[config.mk]
export PLATFORM = sky130hd
export DESIGN_NAME = encoder_8_3_seq
export DESIGN_NICKNAME = d
export VERILOG_FILES = /design/src/rtl/encoder_8_3_seq_pkg.sv /design/src/rtl/encoder_8_3_seq_pri_enc.sv /design/src/rtl/encoder_8_3_seq.sv
export SDC_FILE = /design/constraint.sdc
export NUM_CORES = 1
export LEC_CHECK = 0
export ABC_AREA = 1
export ABC_CLOCK_PERIOD_IN_PS = 2600
export CAP_MARGIN = 20
export CORE_MARGIN = 1
export CORE_UTILIZATION = 43
export CTS_CLUSTER_DIAMETER = 30
export DETAILED_ROUTE_END_ITERATION = 8
export GPL_TIMING_DRIVEN = 0
export PLACE_DENSITY = 0.81
export SETUP_SLACK_MARGIN = 0.05
export SLEW_MARGIN = 10
export SYNTH_ARGS = -nofsm -noshare
export SYNTH_HDL_FRONTEND = slang
export SYNTH_SLANG_ARGS = --single-unit
[constraint.sdc]
create_clock -name clk_i -period 2.6 [get_ports clk_i]
set_input_delay 0.39 -clock clk_i [delete_from_list [all_inputs] [get_ports clk_i]]
set_output_delay 0.39 -clock clk_i [all_outputs]
set_load 0.02 [all_outputs]
[src/rtl/encoder_8_3_seq_pkg.sv]
// Shared constants, FSM state type and one-hot helper for the sequential 8-to-3 encoder.
package encoder_8_3_seq_pkg;

   localparam int unsigned N_IN   = 8;
   localparam int unsigned CODE_W = $clog2(N_IN);

   typedef enum logic [0:0] {
      StIdle    = 1'b0,
      StPresent = 1'b1
   } enc_state_e;

   function automatic logic [N_IN-1:0] code_to_onehot(input logic [CODE_W-1:0] code);
      logic [N_IN-1:0] one;
      one = {{(N_IN-1){1'b0}}, 1'b1};
      return one << code;
   endfunction

endpackage

[src/rtl/encoder_8_3_seq_pri_enc.sv]
// Combinational 8-to-3 priority encoder; idx_o is 0 when no bit is set.
module encoder_8_3_seq_pri_enc
   import encoder_8_3_seq_pkg::*;
#(
   parameter bit MSB_PRIO = 1'b1
) (
   input  logic [N_IN-1:0]   vec_i,
   output logic [CODE_W-1:0] idx_o,
   output logic              any_o
);

   always_comb begin
      idx_o = '0;
      any_o = |vec_i;
      // Scan towards the highest-priority end so the last hit wins.
      if (MSB_PRIO) begin
         for (int i = 0; i < int'(N_IN); i++) begin
            if (vec_i[i]) idx_o = CODE_W'(i);
         end
      end else begin
         for (int i = int'(N_IN) - 1; i >= 0; i--) begin
            if (vec_i[i]) idx_o = CODE_W'(i);
         end
      end
   end

endmodule

[src/rtl/encoder_8_3_seq.sv]
// Sequential 8-to-3 priority encoder: latches requests into pend and drains one code per
// accepted valid/ready transfer, highest priority first.
module encoder_8_3_seq
   import encoder_8_3_seq_pkg::*;
#(
   parameter bit MSB_PRIO = 1'b1
) (
   input  logic              clk_i,
   input  logic              rst_i,
   input  logic              e_i,
   input  logic [N_IN-1:0]   d_i,
   output logic [CODE_W-1:0] y_o,
   output logic              valid_o,
   input  logic              ready_i,
   output logic [N_IN-1:0]   pend_o,
   output logic              idle_o
);

   logic [N_IN-1:0]   pend_q, pend_d;
   logic [CODE_W-1:0] y_q, y_d;
   logic              valid_q, valid_d;
   enc_state_e        state_q, state_d;

   logic [CODE_W-1:0] pri_idx;
   logic              pri_any;
   logic              slot_free;
   logic [N_IN-1:0]   take_mask;

   encoder_8_3_seq_pri_enc #(
      .MSB_PRIO (MSB_PRIO)
   ) u_pri_enc (
      .vec_i (pend_q),
      .idx_o (pri_idx),
      .any_o (pri_any)
   );

   always_comb begin
      slot_free = !valid_q || ready_i;
      take_mask = '0;
      valid_d   = valid_q;
      y_d       = y_q;
      state_d   = state_q;

      if (slot_free) begin
         valid_d = pri_any;
         if (pri_any) begin
            y_d       = pri_idx;
            take_mask = code_to_onehot(pri_idx);
         end
      end

      // New requests are ORed in after the take, so a colliding set re-pends the bit.
      pend_d = (pend_q & ~take_mask) | (e_i ? d_i : '0);

      case (state_q)
         StIdle: begin
            if (slot_free && pri_any) state_d = StPresent;
         end
         StPresent: begin
            if (ready_i && !pri_any) state_d = StIdle;
         end
         default: state_d = StIdle;
      endcase
   end

   always_ff @(posedge clk_i) begin
      if (rst_i) begin
         pend_q  <= '0;
         y_q     <= '0;
         valid_q <= 1'b0;
         state_q <= StIdle;
      end else begin
         pend_q  <= pend_d;
         y_q     <= y_d;
         valid_q <= valid_d;
         state_q <= state_d;
      end
   end

   assign y_o     = y_q;
   assign valid_o = valid_q;
   assign pend_o  = pend_q;
   assign idle_o  = (pend_q == '0) && !valid_q;

endmodule
==> impl_metrics.toml, run 1 <==
[synth]
ys_seq_area_frac = 0.401
synth_top_area_share = 0.401
synth_edf_count = 0
synth_flop_cell = "dfxtp_1"
synth_mux_area_frac = 0
yosys-top-cells-area = "dfxtp_1 (40%), nand2_1 (13%), a21oi_1 (10%)"
yosysMostFrequentCell = "nand2_1"
ys_types = 19
synthSimpleGateAreaFrac = 0.367
synth-compound-area-share = 0.152
synthTopCellsByCount = "nand2_1 (21), a21oi_1 (12), dfxtp_1 (12)"
synth_xor_area_frac = 0
synth_top_area_cell = "dfxtp_1"
yosys_warnings = 0
synthArstFlopShare = 0
synth_nets = 94
mappedNetlistArea_sq_um = 599
synth_cells = 82
yosys.area_share.adder = 0
synth_top_family_by_area = "simple AND/OR/NAND/NOR gates"
ys_seq_elements = 12
avgSynthCellArea_sq_um = 7.31

[place]
hpwl_mm = 1.09
io_buffer_count = 23
dp_slack_ns = 0.773
place_inst = 120
globalplace.congestion = 0.845

[timing]
fin_skew_ns = 0.00491
relSlewSlack = 0.702
fmax_mhz = 469
finalCritPeriodShare = 0.821
hold_ws_ns = 0.471
rsz0062_at_grt = "no"
tightestPinTransition_ns = 0.447
setup_slack_ns = 0.466
setup-violations-final = 0
fin_tns_setup_ns = 0
drv_slew = 0
finalHoldViolCount = 0
final.min_clock_period_ns = 2.13

[detailed_routing]
routed_wl_mm = 1.38
drt_iter0_markers = 17
ant_nets = 0
drc = 0
drt-vias-per-instance = 5.20
vias = 645
drtPass1Iterations = 4
wl_per_cell_um = 11.1

[layout]
final-seq-area_sq_um = 240
fillers = 124
final_cell_count_no_fill = 124
syn_to_final_growth_pct = 47.6
drive_gt1_frac = 0.193
diodes = 0
finalNetCount = 122
multi_input_area_sq_um = 312

[pwr]
p_leak_nw = 0.365
p_total_mw = 0.540
seqPwrFrac = 0.397
pwr-share-comb = 0.321
power.switching_mw = 0.178
peakVddDrop_mv = 0.354
power_frac_clock = 0.282
power.internal_mw = 0.363
powerDensity_nw_per_um2 = 611
netSwitchingFraction = 0.329

[worst_setup_path]
startpoint_type = "flip-flop"
critPathRequiredTime_ns = 2.21
path_class = "reg -> out"
critPathCaptureType = "output pin"
rr_worst_depth = 8
cp_top_family = "buffers and inverters"
crit_buf_inv = 2
crit_slowest_cell = "clkdlybuf4s50_1"
slowest_delay_ns = 0.60
reg2reg_to = "y_o[0]"
crit_chain = "inv_2, nand2_4, nor2_4, nand3_2, nor2_1, clkdlybuf4s50_1"
cp_data_arrival_time_ns = 1.74
timing.rr.start = "pend_o[5]"
regToRegSetupSlack_ns = 1.36
path_max_fanout = 4

[global_routing]
grt_pass1_vias = 605
grt_pass1_wl_mm = 2.37
grtUsageTotal = 0.227
overflow = 0
antenna_found_initial = 0
grt_max_degree = 11

[die]
fp.dieW_um = 39.3
initial_core_util = 0.461
fp.dieH_um = 39.3
core_area_sq_um = 1300
io-pin-count = 25
core.rowCount = 13
dieArea_sq_um = 1550

[cts]
cts_tree = "built"
ctsHoldBuffers = 0
clock-sinks = 12
cts-root-buf = "clkbuf_4"
cts_resized = 0
h-tree-depth = 1
clkSlewWorstSetupHoldPaths_ns = 0.08
cts_buffer_depth = 2
numCtsBuffers = 3
postCtsSetupBuffers = 0
clock_latency_ns = 0.28

[hold_path]
hold_path_startpoint = "y_o[1]"
holdPathEnd = "y_o[1]"
min_path_type = "reg -> reg"
holdPathStages = 2

[outcome]
status = "complete, no violations"

[run]
maxCapViolCount = 0
-- logic make-up (layout without fill, tap and decap cells) --
| family | Yosys count | after routing |
|---|---|---|
| AOI/OAI and AO/OA | 17 | 17 |
| buffers and inverters | 12 | 39 |
| DFF | 12 | 12 |
| and+or+nand+nor | 41 | 41 |
-- state kept, by name, indices dropped and copies added (netlist names) --
name / count
pend_o: 8
y_o: 3
valid_o: 1
-- how the worst max path moves through the flow --
stage | to | slack, ns | start | cells after the start
after CTS | idle_o | 0.47 | pend_o[5] | 6
after floorplan | idle_o | 1.15 | pend_o[5] | 5
after global placement | idle_o | 0.82 | pend_o[7] | 6
after global routing | idle_o | 0.35 | pend_o[5] | 6
final | idle_o | 0.47 | pend_o[5] | 6
after detailed placement | idle_o | 0.77 | pend_o[5] | 6
-- worst register-to-register path, delay by kind of cell, from the launching register on --
kind / cells / cell delay (ns)
AND/OR/NAND/NOR: 6 / 0.56
flip-flops: 1 / 0.35
AO/OA/AOI/OAI: 1 / 0.11
buffers and inverters: 1 / 0.10
-- metal layers --
layer  part of all wire  vias up  global-route usage
li1                   -      318                   -
met1               0.42      302               0.236
met2               0.52       21               0.408
met3              0.049        4              0.0568
met4              0.014        0               0.129
met5                  0        -                   0
-- power groups by stage --
| stage | combinational [mW] | sequential (mW) | clock, mW |
|---|---|---|---|
| after floorplan | 0.0852 | 0.238 | 0 |
| after global placement | 0.169 | 0.218 | 0 |
| after detailed placement | 0.174 | 0.219 | 0 |
| after CTS | 0.175 | 0.214 | 0.154 |
| after global routing | 0.192 | 0.217 | 0.162 |
| final | 0.173 | 0.214 | 0.153 |
-- metrics by stage --
stage | cell area (sq um) | utilization
6_report | 885 | 0.680
2_1_floorplan | 599 | -
3_5_place_dp | 848 | 0.652
3_3_place_gp | 848 | 0.652
5_1_grt | 885 | 0.680
4_1_cts | 885 | 0.680
-- final cells by class --
type / count / area share
Sequential cell: 12 / 0.272
Tap cell: 15 / 0.0212
Clock buffer: 4 / 0.0410
Multi-Input combinational cell: 58 / 0.352
Timing Repair Buffer: 23 / 0.260
Inverter: 10 / 0.0453
Buffer: 2 / 0.00849
-- placed cells by master, fill, tap and decap left out, types with 3 or more instances in the layout --
cell type / n
clkbuf_4: 3
nand2_1: 21
nor2_1: 6
clkdlybuf4s50_1: 23
nor2_4: 3
inv_1: 5
a21oi_1: 12
dfxtp_1: 12
inv_2: 4
(Power assumes the default switching activity.)
==> inputs of run 2 (changes only) <==
--- a/config.mk
+++ b/config.mk
@@ -6,14 +6,14 @@
 export NUM_CORES = 1
 export LEC_CHECK = 0
 export ABC_AREA = 1
-export ABC_CLOCK_PERIOD_IN_PS = 2600
+export ABC_CLOCK_PERIOD_IN_PS = 2070
 export CAP_MARGIN = 20
 export CORE_MARGIN = 1
-export CORE_UTILIZATION = 43
+export CORE_UTILIZATION = 40
 export CTS_CLUSTER_DIAMETER = 30
 export DETAILED_ROUTE_END_ITERATION = 8
 export GPL_TIMING_DRIVEN = 0
-export PLACE_DENSITY = 0.81
+export PLACE_DENSITY = 0.76
 export SETUP_SLACK_MARGIN = 0.05
 export SLEW_MARGIN = 10
 export SYNTH_ARGS = -nofsm -noshare
==> constraint.sdc (replaced) <==
create_clock -name clk_i -period 2.07 [get_ports clk_i]
set_input_delay 0.3105 -clock clk_i [delete_from_list [all_inputs] [get_ports clk_i]]
set_output_delay 0.3105 -clock clk_i [all_outputs]
set_load 0.02 [all_outputs]
==> impl_metrics.toml, run 2 (synthesized netlist as in run 1, its figures left out) <==
[outcome]
status = "complete, no violations"

[timing]
finalHoldViolCount = 0
final.min_clock_period_ns = 1.73
relSlewSlack = 0.696
fin_skew_ns = 0.00394
finalCritPeriodShare = 0.838
tightestPinTransition_ns = 0.456
hold_ws_ns = 0.426
fin_tns_setup_ns = 0
rsz0062_at_grt = "no"
setup-violations-final = 0
fmax_mhz = 577
drv_slew = 0

[global_routing]
grt_max_degree = 11
grt_pass1_wl_mm = 1.94
grt_pass1_vias = 489
grtUsageTotal = 0.177
antenna_found_initial = 0
overflow = 0

[worst_setup_path]
slowest_delay_ns = 0.35
crit_chain = "inv_2, nand2_4, nor2_4, nand3_2, nor2_1, dlygate4sd2_1"
critPathLaunch = "pend_o[5]"
critPathRequiredTime_ns = 1.76
path_class = "reg -> out"
critPathCaptureType = "output pin"
startpoint_type = "flip-flop"
crit_slowest_cell = "dfxtp_1"
cp_data_arrival_time_ns = 1.42
timing.rr.start = "pend_o[7]"
path_max_fanout = 4

[die]
io-pin-count = 25
core.rowCount = 13
fp.dieH_um = 40.7
core_area_sq_um = 1350
dieArea_sq_um = 1660
fp.dieW_um = 40.7
initial_core_util = 0.444

[layout]
drive_gt1_frac = 0.193
fin_area_sq_um = 883
largest_register_ffs = 8
final_cell_mix = "clkdlybuf4s50_1 (22), nand2_1 (21), a21oi_1 (12), dfxtp_1 (12), nor2_1 (6)"
diodes = 0
syn_to_final_growth_pct = 47.4
layout_commonest_cell = "clkdlybuf4s50_1"
finalNetCount = 122
final_cell_count_no_fill = 124

[detailed_routing]
drc = 0
vias = 589
drtPass1Iterations = 4
drt_iter0_markers = 11
wl_per_cell_um = 10.2
drt-vias-per-instance = 4.75
routed_wl_mm = 1.27
ant_nets = 0

[pwr]
powerDensity_nw_per_um2 = 758
p_leak_nw = 0.369
peakVddDrop_mv = 0.449
p_total_mw = 0.670

[place]
placed_cell_area_sq_um = 848
globalplace.congestion = 0.838
io_buffer_count = 23
hpwl_um = 991
place_inst = 120

[cts]
clock_latency_ns = 0.27
ctsHoldBuffers = 0
clkSlewWorstSetupHoldPaths_ns = 0.08
cts-root-buf = "clkbuf_4"
cts_buffer_depth = 2
clock-sinks = 12
numCtsBuffers = 3
h-tree-depth = 1
cts_tree = "built"

[hold_path]
hold_path_startpoint = "e_i"
min_path_type = "in -> reg"

[run]
maxCapViolCount = 0
[run 2: cell types whose count changed in the layout (fill, tap and decap cells not counted)]
cell | previous run | this run
clkdlybuf4s50_1 | 23 | 22
dlygate4sd2_1 | 0 | 1
[run 2: cell type report]
type                            count  area [sq um]
Multi-Input combinational cell     58           312
Tap cell                           15          18.8
Clock buffer                        4          36.3
Buffer                              2          7.51
Sequential cell                    12           240
Timing Repair Buffer               23           229
Inverter                           10          40.0
Fill cell                         118           467
[run 2: repair_timing]
| item | CTS | global route |
|---|---|---|
| setup endpoints to repair | 1 | 0 |
| setup buffers | 0 | 0 |
| gates resized for setup | 1 | 0 |
[run 2: worst paths after layout]
check,end,slack [ns],cells after the start
max,idle_o,0.34,6
min,pend_o[1],0.43,3
max reg2reg,pend_o[4],0.85,7
min reg2reg,y_o[1],0.47,2
[run 2: stage by stage]
stage | setup WS [ns] | utilization
after detailed placement | 0.347 | 0.628
after global placement | 0.368 | 0.628
after CTS | 0.326 | 0.654
after global routing | 0.197 | 0.654
after floorplan | 0.695 | -
final | 0.336 | 0.654
[run 2: report_power, final]
part           internal (mW)  switching (mW)
sequential             0.252          0.0163
clock                  0.107          0.0801
combinational         0.0948           0.120
total                  0.454           0.216
[run 2: routing by layer]
metal	up-vias	share of wire	wire length, um	track usage
met5	-	0	0	0
met3	2	0.036	45	0.0652
met1	257	0.49	615	0.214
met2	15	0.47	589	0.294
met4	0	0.012	15	0.0417
li1	315	-	-	-
[run 2: critical path, delay by kind of cell, from the launching register on]
family / cells / cell delay [ns]
AND/OR/NAND/NOR: 4 / 0.38
buffers and inverters: 2 / 0.42
flip-flops: 1 / 0.35
==> inputs of run 3 (changes only) <==
--- a/config.mk
+++ b/config.mk
@@ -6,7 +6,7 @@
 export NUM_CORES = 1
 export LEC_CHECK = 0
 export ABC_AREA = 1
-export ABC_CLOCK_PERIOD_IN_PS = 2070
+export ABC_CLOCK_PERIOD_IN_PS = 1810
 export CAP_MARGIN = 20
 export CORE_MARGIN = 1
 export CORE_UTILIZATION = 40
==> constraint.sdc (replaced) <==
create_clock -name clk_i -period 1.81 [get_ports clk_i]
set_input_delay 0.2715 -clock clk_i [delete_from_list [all_inputs] [get_ports clk_i]]
set_output_delay 0.2715 -clock clk_i [all_outputs]
set_load 0.02 [all_outputs]
==> impl_metrics.toml, run 3 (synthesized netlist as in run 1, its figures left out) <==
[detailed_routing]
routed_wl_mm = 1.27
drt_iter0_markers = 11
drtPass1Iterations = 4
drt-vias-per-instance = 4.75
wl_per_cell_um = 10.2
drc = 0
ant_nets = 0
vias = 589

[timing]
final.min_clock_period_ns = 1.58
rsz0062_at_grt = "no"
drv_slew = 0
finalHoldViolCount = 0
tightestPinTransition_ns = 0.456
fin_tns_setup_ns = 0
fin_skew_ns = 0.00394
hold_ws_ns = 0.387
finalCritPeriodShare = 0.871
setup-violations-final = 0
relSlewSlack = 0.696
fmax_mhz = 635

[die]
dieArea_sq_um = 1660
initial_core_util = 0.444
core_area_sq_um = 1350
fp.dieH_um = 40.7
io-pin-count = 25
core.rowCount = 13
fp.dieW_um = 40.7

[cts]
clock_latency_ns = 0.27
cts_buffer_depth = 2
clkSlewWorstSetupHoldPaths_ns = 0.08
numCtsBuffers = 3
h-tree-depth = 1
cts-root-buf = "clkbuf_4"
postCtsSetupBuffers = 0
clock-sinks = 12
cts_tree = "built"

[layout]
layout_commonest_cell = "clkdlybuf4s50_1"
finalNetCount = 122
multi_input_area_sq_um = 312
fillers = 119
postLayoutCoreUtil = 0.652
syn_to_final_growth_pct = 46.8
final-seq-area_sq_um = 240
fin_area_sq_um = 880
final_cell_mix = "clkdlybuf4s50_1 (22), nand2_1 (21), a21oi_1 (12), dfxtp_1 (12), nor2_1 (6)"
largest_register_ffs = 8
drive_gt1_frac = 0.202
diodes = 0

[worst_setup_path]
cp_top_family = "buffers and inverters"
rr_worst_depth = 7
critPathRequiredTime_ns = 1.54
cp_data_arrival_time_ns = 1.30
path_max_fanout = 4
regToRegSetupSlack_ns = 0.59
worstSetupPathDepth = 1
startpoint_type = "flip-flop"
critPathCaptureType = "output pin"
crit_buf_inv = 1
crit_slowest_cell = "clkdlybuf4s50_1"
crit_chain = "clkdlybuf4s50_1"
slowest_delay_ns = 0.63
path_class = "reg -> out"

[place]
placed_cell_area_sq_um = 848
io_buffer_count = 23
hpwl_um = 991
globalplace.congestion = 0.838

[global_routing]
grt_pass1_wl_mm = 1.94
grt_pass1_vias = 489
grt_max_degree = 11
grtUsageTotal = 0.177
overflow = 0
antenna_found_initial = 0

[pwr]
peakVddDrop_mv = 0.513
powerDensity_nw_per_um2 = 870
p_total_mw = 0.766
p_leak_nw = 0.366

[outcome]
status = "complete, no violations"

[run]
maxCapViolCount = 0

[hold_path]
holdPathStages = 3
min_path_type = "in -> reg"
[run 3: changes by cell type in the layout (fill, tap and decap cells not counted)]
cell / change
dlygate4sd2_1: -1
clkbuf_2: +1
[run 3: final timing paths]
| kind | endpoint | from |
|---|---|---|
| max | pend_o[7] | pend_o[7] |
| min | pend_o[1] | e_i |
| max reg2reg | pend_o[4] | pend_o[7] |
| min reg2reg | y_o[1] | y_o[1] |
[run 3: cell type report]
| type | count | share of cell area |
|---|---|---|
| clock buffer | 4 | 0.0413 |
| multi-input combinational | 58 | 0.354 |
| tap | 15 | 0.0213 |
| sequential | 12 | 0.273 |
| buffer | 2 | 0.00853 |
| inverter | 10 | 0.0455 |
| timing repair buffer | 23 | 0.256 |
[run 3: where the power goes]
| part | total, mW | internal, mW | leakage, nW | switching, mW |
|---|---|---|---|---|
| logic | 0.245 | 0.108 | 0.246 | 0.137 |
| clock network | 0.214 | 0.122 | 0.0210 | 0.0916 |
| registers | 0.307 | 0.288 | 0.0994 | 0.0187 |
[run 3: stage by stage]
| step | instances | setup slack, ns |
|---|---|---|
| 2_1_floorplan | 82 | 0.474 |
| 3_3_place_gp | 120 | 0.147 |
| 3_5_place_dp | 120 | 0.126 |
| 4_1_cts | 124 | 0.105 |
| 5_1_grt | 124 | 0.141 |
| 6_report | 124 | 0.234 |
[run 3: repair_timing]
action | CTS | global route
resized for setup | 1 | 2
endpoints found under the setup margin | 1 | 1
hold buffers | 0 | 0
[run 3: metal layers]
metal  vias up  share of wire  wire, um  track usage
met3         2          0.036        46       0.0652
met2        15           0.46       589        0.294
li1        315              -         -            -
met5         -              0         0            0
met4         0          0.012        15       0.0417
met1       257           0.49       615        0.214
